--- config.mk ---
export PLATFORM = sky130hd
export DESIGN_NAME = game_state_shadow_flat
export DESIGN_NICKNAME = d
export VERILOG_FILES = /design/src/rtl/game_regmap.sv /design/src/rtl/game_state_shadow_if.sv /design/src/rtl/shadow_bank.sv /design/src/rtl/game_state_shadow.sv /design/src/flat_wrapper.sv
export SDC_FILE = /design/constraint.sdc
export NUM_CORES = 1
export LEC_CHECK = 0
export ABC_AREA = 1
export CAP_MARGIN = 30
export CORE_MARGIN = 5
export CORE_UTILIZATION = 40
export CTS_CLUSTER_SIZE = 14
export DETAILED_ROUTE_END_ITERATION = 6
export GPL_TIMING_DRIVEN = 0
export PLACE_DENSITY_LB_ADDON = 0.25
export SLEW_MARGIN = 20
export SYNTH_ARGS = -nofsm -noshare
export SYNTH_HDL_FRONTEND = slang
export SYNTH_SLANG_ARGS = --single-unit
--- constraint.sdc ---
create_clock -name clock -period 1.6 [get_ports clock]
set_input_delay 0.4 -clock clock [delete_from_list [all_inputs] [get_ports clock]]
set_output_delay 0.4 -clock clock [all_outputs]
set_load 0.1 [all_outputs]
--- src/rtl/game_regmap.sv ---
// rtl/game_regmap.sv - shared game register map and shadow parameters
package game_regmap;

  localparam int NUM_SLOTS   = 8;
  localparam int BASE_REG    = 20;
  localparam int COMMIT_REG  = 28;
  localparam int STALE_LIMIT = 4;
  localparam int SEQ_W       = 8;

  localparam int SLOT_BALL_X = 0;
  localparam int SLOT_BALL_Y = 1;
  localparam int SLOT_PAD_L  = 2;
  localparam int SLOT_PAD_R  = 3;
  localparam int SLOT_SCORE  = 4;

  // pending flag doubles as the FSM state encoding
  typedef enum logic {
    ST_IDLE    = 1'b0,
    ST_PENDING = 1'b1
  } pend_state_e;

  // true when the writeback bus carries the frame-complete marker
  function automatic logic is_commit_write(input logic we, input logic [4:0] wreg, input int commit_reg);
    return we && (wreg == 5'(commit_reg));
  endfunction

endpackage

--- src/rtl/game_state_shadow_if.sv ---
// rtl/game_state_shadow_if.sv - processor register-writeback snoop bus
interface game_state_shadow_if;

  logic        ctrl_writeEnable;
  logic [4:0]  ctrl_writeReg;
  logic [31:0] data_writeReg;

  // processor side drives the writeback
  modport master (
    output ctrl_writeEnable,
    output ctrl_writeReg,
    output data_writeReg
  );

  // shadow side only observes
  modport slave (
    input ctrl_writeEnable,
    input ctrl_writeReg,
    input data_writeReg
  );

endinterface

--- src/rtl/shadow_bank.sv ---
// rtl/shadow_bank.sv - register window shadow with write decode and flat read-out
module shadow_bank #(
  parameter int NUM_SLOTS = 8,
  parameter int BASE_REG  = 20
) (
  input  logic                   clock,
  input  logic                   reset,
  input  logic                   wr_en,
  input  logic [4:0]             wr_reg,
  input  logic [31:0]            wr_data,
  output logic [32*NUM_SLOTS-1:0] rd_flat
);

  logic [31:0] shadow_q [NUM_SLOTS];
  logic [31:0] shadow_d [NUM_SLOTS];

  // decode the writeback index against each slot; out-of-window writes fall through untouched
  always_comb begin
    shadow_d = shadow_q;
    for (int i = 0; i < NUM_SLOTS; i++) begin
      if (wr_en && (wr_reg == 5'(BASE_REG + i))) begin
        shadow_d[i] = wr_data;
      end
    end
  end

  // shadow storage
  always_ff @(posedge clock) begin
    if (reset) begin
      for (int i = 0; i < NUM_SLOTS; i++) begin
        shadow_q[i] <= '0;
      end
    end else begin
      shadow_q <= shadow_d;
    end
  end

  for (genvar g = 0; g < NUM_SLOTS; g++) begin : g_flat
    assign rd_flat[32*g +: 32] = shadow_q[g];
  end

endmodule

--- src/rtl/game_state_shadow.sv ---
// rtl/game_state_shadow.sv - frame-coherent snapshot of shadowed game registers
module game_state_shadow
  import game_regmap::*;
#(
  parameter int NUM_SLOTS   = game_regmap::NUM_SLOTS,
  parameter int BASE_REG    = game_regmap::BASE_REG,
  parameter int COMMIT_REG  = game_regmap::COMMIT_REG,
  parameter int STALE_LIMIT = game_regmap::STALE_LIMIT
) (
  input  logic                     clock,
  input  logic                     reset,
  game_state_shadow_if.slave       wb,
  input  logic                     frame_req,
  output logic [32*NUM_SLOTS-1:0]  snap_data,
  output logic                     snap_valid,
  output logic [SEQ_W-1:0]         snap_seq,
  output logic                     frame_ack,
  output logic                     frame_updated,
  output logic                     stale
);

  logic [32*NUM_SLOTS-1:0] shadow_flat;

  shadow_bank #(
    .NUM_SLOTS (NUM_SLOTS),
    .BASE_REG  (BASE_REG)
  ) u_shadow_bank (
    .clock   (clock),
    .reset   (reset),
    .wr_en   (wb.ctrl_writeEnable),
    .wr_reg  (wb.ctrl_writeReg),
    .wr_data (wb.data_writeReg),
    .rd_flat (shadow_flat)
  );

  pend_state_e             state_q, state_d;
  logic                    frame_req_q, frame_req_d;
  logic [32*NUM_SLOTS-1:0] snap_data_q, snap_data_d;
  logic                    snap_valid_q, snap_valid_d;
  logic [SEQ_W-1:0]        snap_seq_q, snap_seq_d;
  logic [7:0]              stale_cnt_q, stale_cnt_d;
  logic                    frame_ack_q, frame_ack_d;
  logic                    frame_updated_q, frame_updated_d;

  logic req_edge;
  logic commit;
  logic publish;

  // edge detect, pending FSM and publish datapath; publish sees pre-edge shadow and pending
  always_comb begin
    frame_req_d     = frame_req;
    state_d         = state_q;
    snap_data_d     = snap_data_q;
    snap_valid_d    = snap_valid_q;
    snap_seq_d      = snap_seq_q;
    stale_cnt_d     = stale_cnt_q;
    frame_ack_d     = 1'b0;
    frame_updated_d = 1'b0;

    req_edge = frame_req && !frame_req_q;
    commit   = is_commit_write(wb.ctrl_writeEnable, wb.ctrl_writeReg, COMMIT_REG);
    publish  = req_edge && (state_q == ST_PENDING);

    case (state_q)
      ST_IDLE: begin
        if (commit) state_d = ST_PENDING;
      end
      ST_PENDING: begin
        // a commit on the publishing edge is kept for the next frame
        if (req_edge && !commit) state_d = ST_IDLE;
      end
      default: state_d = ST_IDLE;
    endcase

    if (publish) begin
      snap_data_d  = shadow_flat;
      snap_valid_d = 1'b1;
      snap_seq_d   = snap_seq_q + 1'b1;
      stale_cnt_d  = '0;
    end else if (req_edge && (stale_cnt_q != 8'(STALE_LIMIT))) begin
      stale_cnt_d = stale_cnt_q + 1'b1;
    end

    if (req_edge) begin
      frame_ack_d     = 1'b1;
      frame_updated_d = publish;
    end
  end

  // state registers; reset overrides any same-edge request or commit
  always_ff @(posedge clock) begin
    if (reset) begin
      state_q         <= ST_IDLE;
      frame_req_q     <= 1'b0;
      snap_data_q     <= '0;
      snap_valid_q    <= 1'b0;
      snap_seq_q      <= '0;
      stale_cnt_q     <= '0;
      frame_ack_q     <= 1'b0;
      frame_updated_q <= 1'b0;
    end else begin
      state_q         <= state_d;
      frame_req_q     <= frame_req_d;
      snap_data_q     <= snap_data_d;
      snap_valid_q    <= snap_valid_d;
      snap_seq_q      <= snap_seq_d;
      stale_cnt_q     <= stale_cnt_d;
      frame_ack_q     <= frame_ack_d;
      frame_updated_q <= frame_updated_d;
    end
  end

  assign snap_data     = snap_data_q;
  assign snap_valid    = snap_valid_q;
  assign snap_seq      = snap_seq_q;
  assign frame_ack     = frame_ack_q;
  assign frame_updated = frame_updated_q;
  assign stale         = (stale_cnt_q == 8'(STALE_LIMIT));

endmodule

--- src/flat_wrapper.sv ---
// flat-port wrapper written by rule: the top's interface ports become plain ports
module game_state_shadow_flat import game_regmap::*;
#(
  parameter int NUM_SLOTS   = game_regmap::NUM_SLOTS,
  parameter int BASE_REG    = game_regmap::BASE_REG,
  parameter int COMMIT_REG  = game_regmap::COMMIT_REG,
  parameter int STALE_LIMIT = game_regmap::STALE_LIMIT
)
  (clock, reset, frame_req, snap_data, snap_valid, snap_seq, frame_ack, frame_updated, stale, wb_ctrl_writeEnable, wb_ctrl_writeReg, wb_data_writeReg);
  game_state_shadow_if wb_i ();
  input  logic clock;
  input  logic reset;
  input  logic frame_req;
  output logic [32*NUM_SLOTS-1:0] snap_data;
  output logic snap_valid;
  output logic [SEQ_W-1:0] snap_seq;
  output logic frame_ack;
  output logic frame_updated;
  output logic stale;
  input wire logic [$bits(wb_i.ctrl_writeEnable)-1:0] wb_ctrl_writeEnable;
  input wire logic [$bits(wb_i.ctrl_writeReg)-1:0] wb_ctrl_writeReg;
  input wire logic [$bits(wb_i.data_writeReg)-1:0] wb_data_writeReg;
  assign wb_i.ctrl_writeEnable = wb_ctrl_writeEnable;
  assign wb_i.ctrl_writeReg = wb_ctrl_writeReg;
  assign wb_i.data_writeReg = wb_data_writeReg;
  game_state_shadow #(.NUM_SLOTS(NUM_SLOTS), .BASE_REG(BASE_REG), .COMMIT_REG(COMMIT_REG), .STALE_LIMIT(STALE_LIMIT)) u_core (.clock(clock), .reset(reset), .wb(wb_i), .frame_req(frame_req), .snap_data(snap_data), .snap_valid(snap_valid), .snap_seq(snap_seq), .frame_ack(frame_ack), .frame_updated(frame_updated), .stale(stale));
endmodule
==> results by group <==
Outcome
  • Status: finished with violations
  • Failing checks: setup timing

Detailed routing
  • Detail Route Antenna Nets: 0
  • Via density: between 5 and 6
  • Via count: 17854
  • Routed wire length: 69.7 mm
  • DR pass1 iterations: 6
  • 1st-iter DRT viols: 1390
  • Drc violations: 0
  • WL per Instance: ~20 um

Power and ir drop
  • Static Leak: ~12 nW
  • Sequential share of power: 49.4%
  • Sw Ratio: 23.0%
  • Sw Pwr: 6.21 mW
  • Power share of the combinational group: under 10%
  • Pwr/cell area: between 900 and 1000 mW/mm2
  • Cell internal pwr: 20.8 mW
  • Clk pwr share: 46.5%
  • Maximum VDD drop: roughly 0.00083 V

Floorplan
  • Die Span Y: 227 um
  • Initial core utilization: 40.4%
  • IO Count: 309
  • Core footprint: 0.0465 mm2
  • Site row count: 79
  • DIE WIDTH: between 200 and 250 um
  • Die Area: 0.0514 mm2

Timing
  • Crit path setup slack, layout: -327 ps
  • # setup viols final: 9
  • RSZ-0062 raised after global routing: yes
  • Fmax: 519 MHz
  • Max_slew headroom: between 20% and 30%
  • Layout Skew: 18.4 ps
  • Slew at the pin closest to its max-slew limit: about 1200 ps
  • Min Hold Slack: 408 ps
  • Min Tclk post-route: 1930 ps
  • Final slew viol count: 0
  • Sum Neg Setup Slack: -1350 ps
  • Period utilization: 120%
  • Fin. Hold Viols: 0

Clocking
  • Clk root buf: clkbuf_16
  • CTS tree: built
  • Clk pin slew, worst setup/hold paths: 60 ps
  • Clock Tree Buf Depth: 3
  • Num CTS Buffers: 54
  • CTS H-Tree Depth: 2
  • Clock net sink count: 533
  • Cts hold-fix bufs: 0
  • Worst skew pair latency: ~610 ps

Worst setup path
  • CP max FO: 2
  • Slowest CP cell: dfxtp_2
  • CP arrival: 1530 ps
  • Worst Path Buf+Inv: 2
  • Worst EP required: between 1000 and 1500 ps
  • Startpoint types: flip-flop
  • Critical-path cell list: inv_2, ha_4, nand3_4, nor2_4, buf_12
  • CP top delay family: flip-flops
  • CP max stage delay: 320 ps
  • CP Capture Type: output port
  • R2r worst-path depth: 10
  • Critical path class: flip-flop to output port
  • Number of stages on the worst setup path: 5

Finish
  • Multi-input logic area: 0.00722 mm2
  • Filler cells: 3858
  • Layout cells sized above 1: 27.7%
  • Post-route core utilization: 60.1%
  • Commonest non-fill, non-tap cell in the layout: nand2_1
  • Nets: between 2000 and 3000
  • Most frequent cells in the layout: nand2_1 (688), nand3_1 (395), dfxtp_1 (280)
  • Area grow syn2layout: 48.8%
  • Sequential standard cell area: 0.0111 mm2

Synthesis
  • Part of the Yosys area used for sequential elements: 56.8%
  • Main combinational cell family by area after synthesis: simple AND/OR/NAND/NOR gates
  • Yosys reg bits: ~530
  • Syn_nets: about 2400
  • Synth top area cells: dfxtp_1 (57%), nand2_1 (14%), nand3_1 (11%)
  • Mapped Area: 0.0188 mm2
  • Post-synthesis xor/xnor area fraction: 0.187%
  • Ys Warns: 0
  • Post-synth top area share: around 57%
  • Adder-Cell Fraction of Synth Area: 0.200%
  • Post-synth top area cell: dfxtp_1
  • Compound-Gate Fraction of Synth Area: 7.29%
  • Synth Area in Simple Gates: 30.2%
  • Cells after Synth: 2390
  • Post-synthesis cell type count: 22
  • Avg Inst Size Synth: approximately 8 um2
  • Mux share of post-synthesis cell area: 0%

Global routing
  • Gr usage total: 25.8%
  • Initial antenna violation count: 5
  • Vias in the first global route: between 15000 and 20000
  • Largest net degree at the start of global routing: 20
  • First-pass GRT wire length: around 100 mm
  • Grt ovf: 0

Place
  • Buffers on Ports: 307
  • Routability cong.: about 0.83
  • HPWL Detailed: 47.0 mm

Min path
  • Cells on Worst Hold Path: 3
  • Min-delay worst type: primary input to flip-flop

Run
  • Max-cap violations: 0
[registers in the layout, indices dropped and copies added (netlist names)]
signal and cells:
u_core.u_shadow_bank.rd_flat 256, u_core.snap_valid 1, u_core.state_q 1, u_core.snap_data 256, u_core.snap_seq 8, u_core.frame_updated 1
u_core.stale_cnt_q 8, u_core.frame_req_q 1, u_core.frame_ack 1
[power by group through the flow]
stage | logic (mW) | registers, mW | clock network (mW)
floorplan | 0.450 | 13.7 | 0
global placement | 1.03 | 13.7 | 0
detailed placement | 1.05 | 13.7 | 0
CTS | 1.08 | 13.4 | 12.7
global route | 1.17 | 13.3 | 13.2
finish | 1.12 | 13.3 | 12.6
[timing repair]
item                        CTS  global route
pin swaps                     3             5
setup buffers                16             5
setup endpoints to repair   540           286
gates resized for setup    2413           237
[logic make-up after synthesis]
family          Yosys count
compound gates          273
xor+xnor                  4
fa+ha+maj                 3
buf+inv                 204
flops                   533
simple gates           1373
[Yosys cell counts]
cell type,number
nand2_1,694
dfxtp_1,533
nand3_1,397
nor2_1,276
a21oi_1,140
o21ai_0,131
buf_2,91
clkbuf_1,55
buf_4,18
inv_1,18
buf_1,9
inv_2,7
buf_6,6
ha_1,3
xor2_1,3
nand4_1,2
nor2_2,2
nand3_2,1
nor3_4,1
o21a_1,1
o21ai_1,1
xnor2_1,1
[worst paths after layout]
kind              slack (ps)                          endpoint                              start
setup / recovery        -330                             stale              u_core.stale_cnt_q[0]
setup reg to reg        -160             u_core.stale_cnt_q[0]              u_core.stale_cnt_q[0]
hold / removal           410  u_core.u_shadow_bank.rd_flat[10]                              reset
hold reg to reg          440             u_core.snap_data[180]  u_core.u_shadow_bank.rd_flat[180]
[cell type report]
| cell class | instances | area share, % |
|---|---|---|
| Buffer | 178 | 3.41 |
| Antenna cell | 5 | 0.0448 |
| Clock inverter | 21 | 0.690 |
| Timing Repair Buffer | 328 | 21.8 |
| Clock buffer | 76 | 5.57 |
| Inverter | 25 | 0.354 |
| Tap cell | 607 | 2.72 |
| Multi-Input combinational cell | 1653 | 25.8 |
| Sequential cell | 533 | 39.6 |
[metal layers]
| layer | up-vias | global-route usage [%] | wire length (um) |
|---|---|---|---|
| met5 | - | 0 | 0 |
| met4 | 0 | 11.1 | 3220 |
| met3 | 150 | 6.43 | 5800 |
| met2 | 693 | 42.2 | 32900 |
| met1 | 8449 | 32.6 | 27800 |
| li1 | 8562 | - | - |
[worst register-to-register path, stage by stage, from the launching register on]
cell	delay, ps
dfxtp_2	320
inv_2	70
ha_4	140
nand3_4	70
buf_4	140
buf_4	120
buf_4	120
buf_4	120
o21ai_2	300
nand2_1	100
a21oi_1	170
[through the flow]
| stage | setup WS [ps] | area, um2 | power, mW | cells |
|---|---|---|---|---|
| 4_1_cts | -341 | 27500 | 27.1 | 3443 |
| 3_5_place_dp | -833 | 23400 | 14.7 | 3331 |
| 5_1_grt | -388 | 27900 | 27.7 | 3426 |
| 6_report | -327 | 27900 | 27.0 | 3426 |
| 3_3_place_gp | -833 | 22600 | 14.7 | 3304 |
| 2_1_floorplan | 6.45 | 18800 | 14.1 | 2390 |
Note: power is estimated with default switching activity, not from simulation.
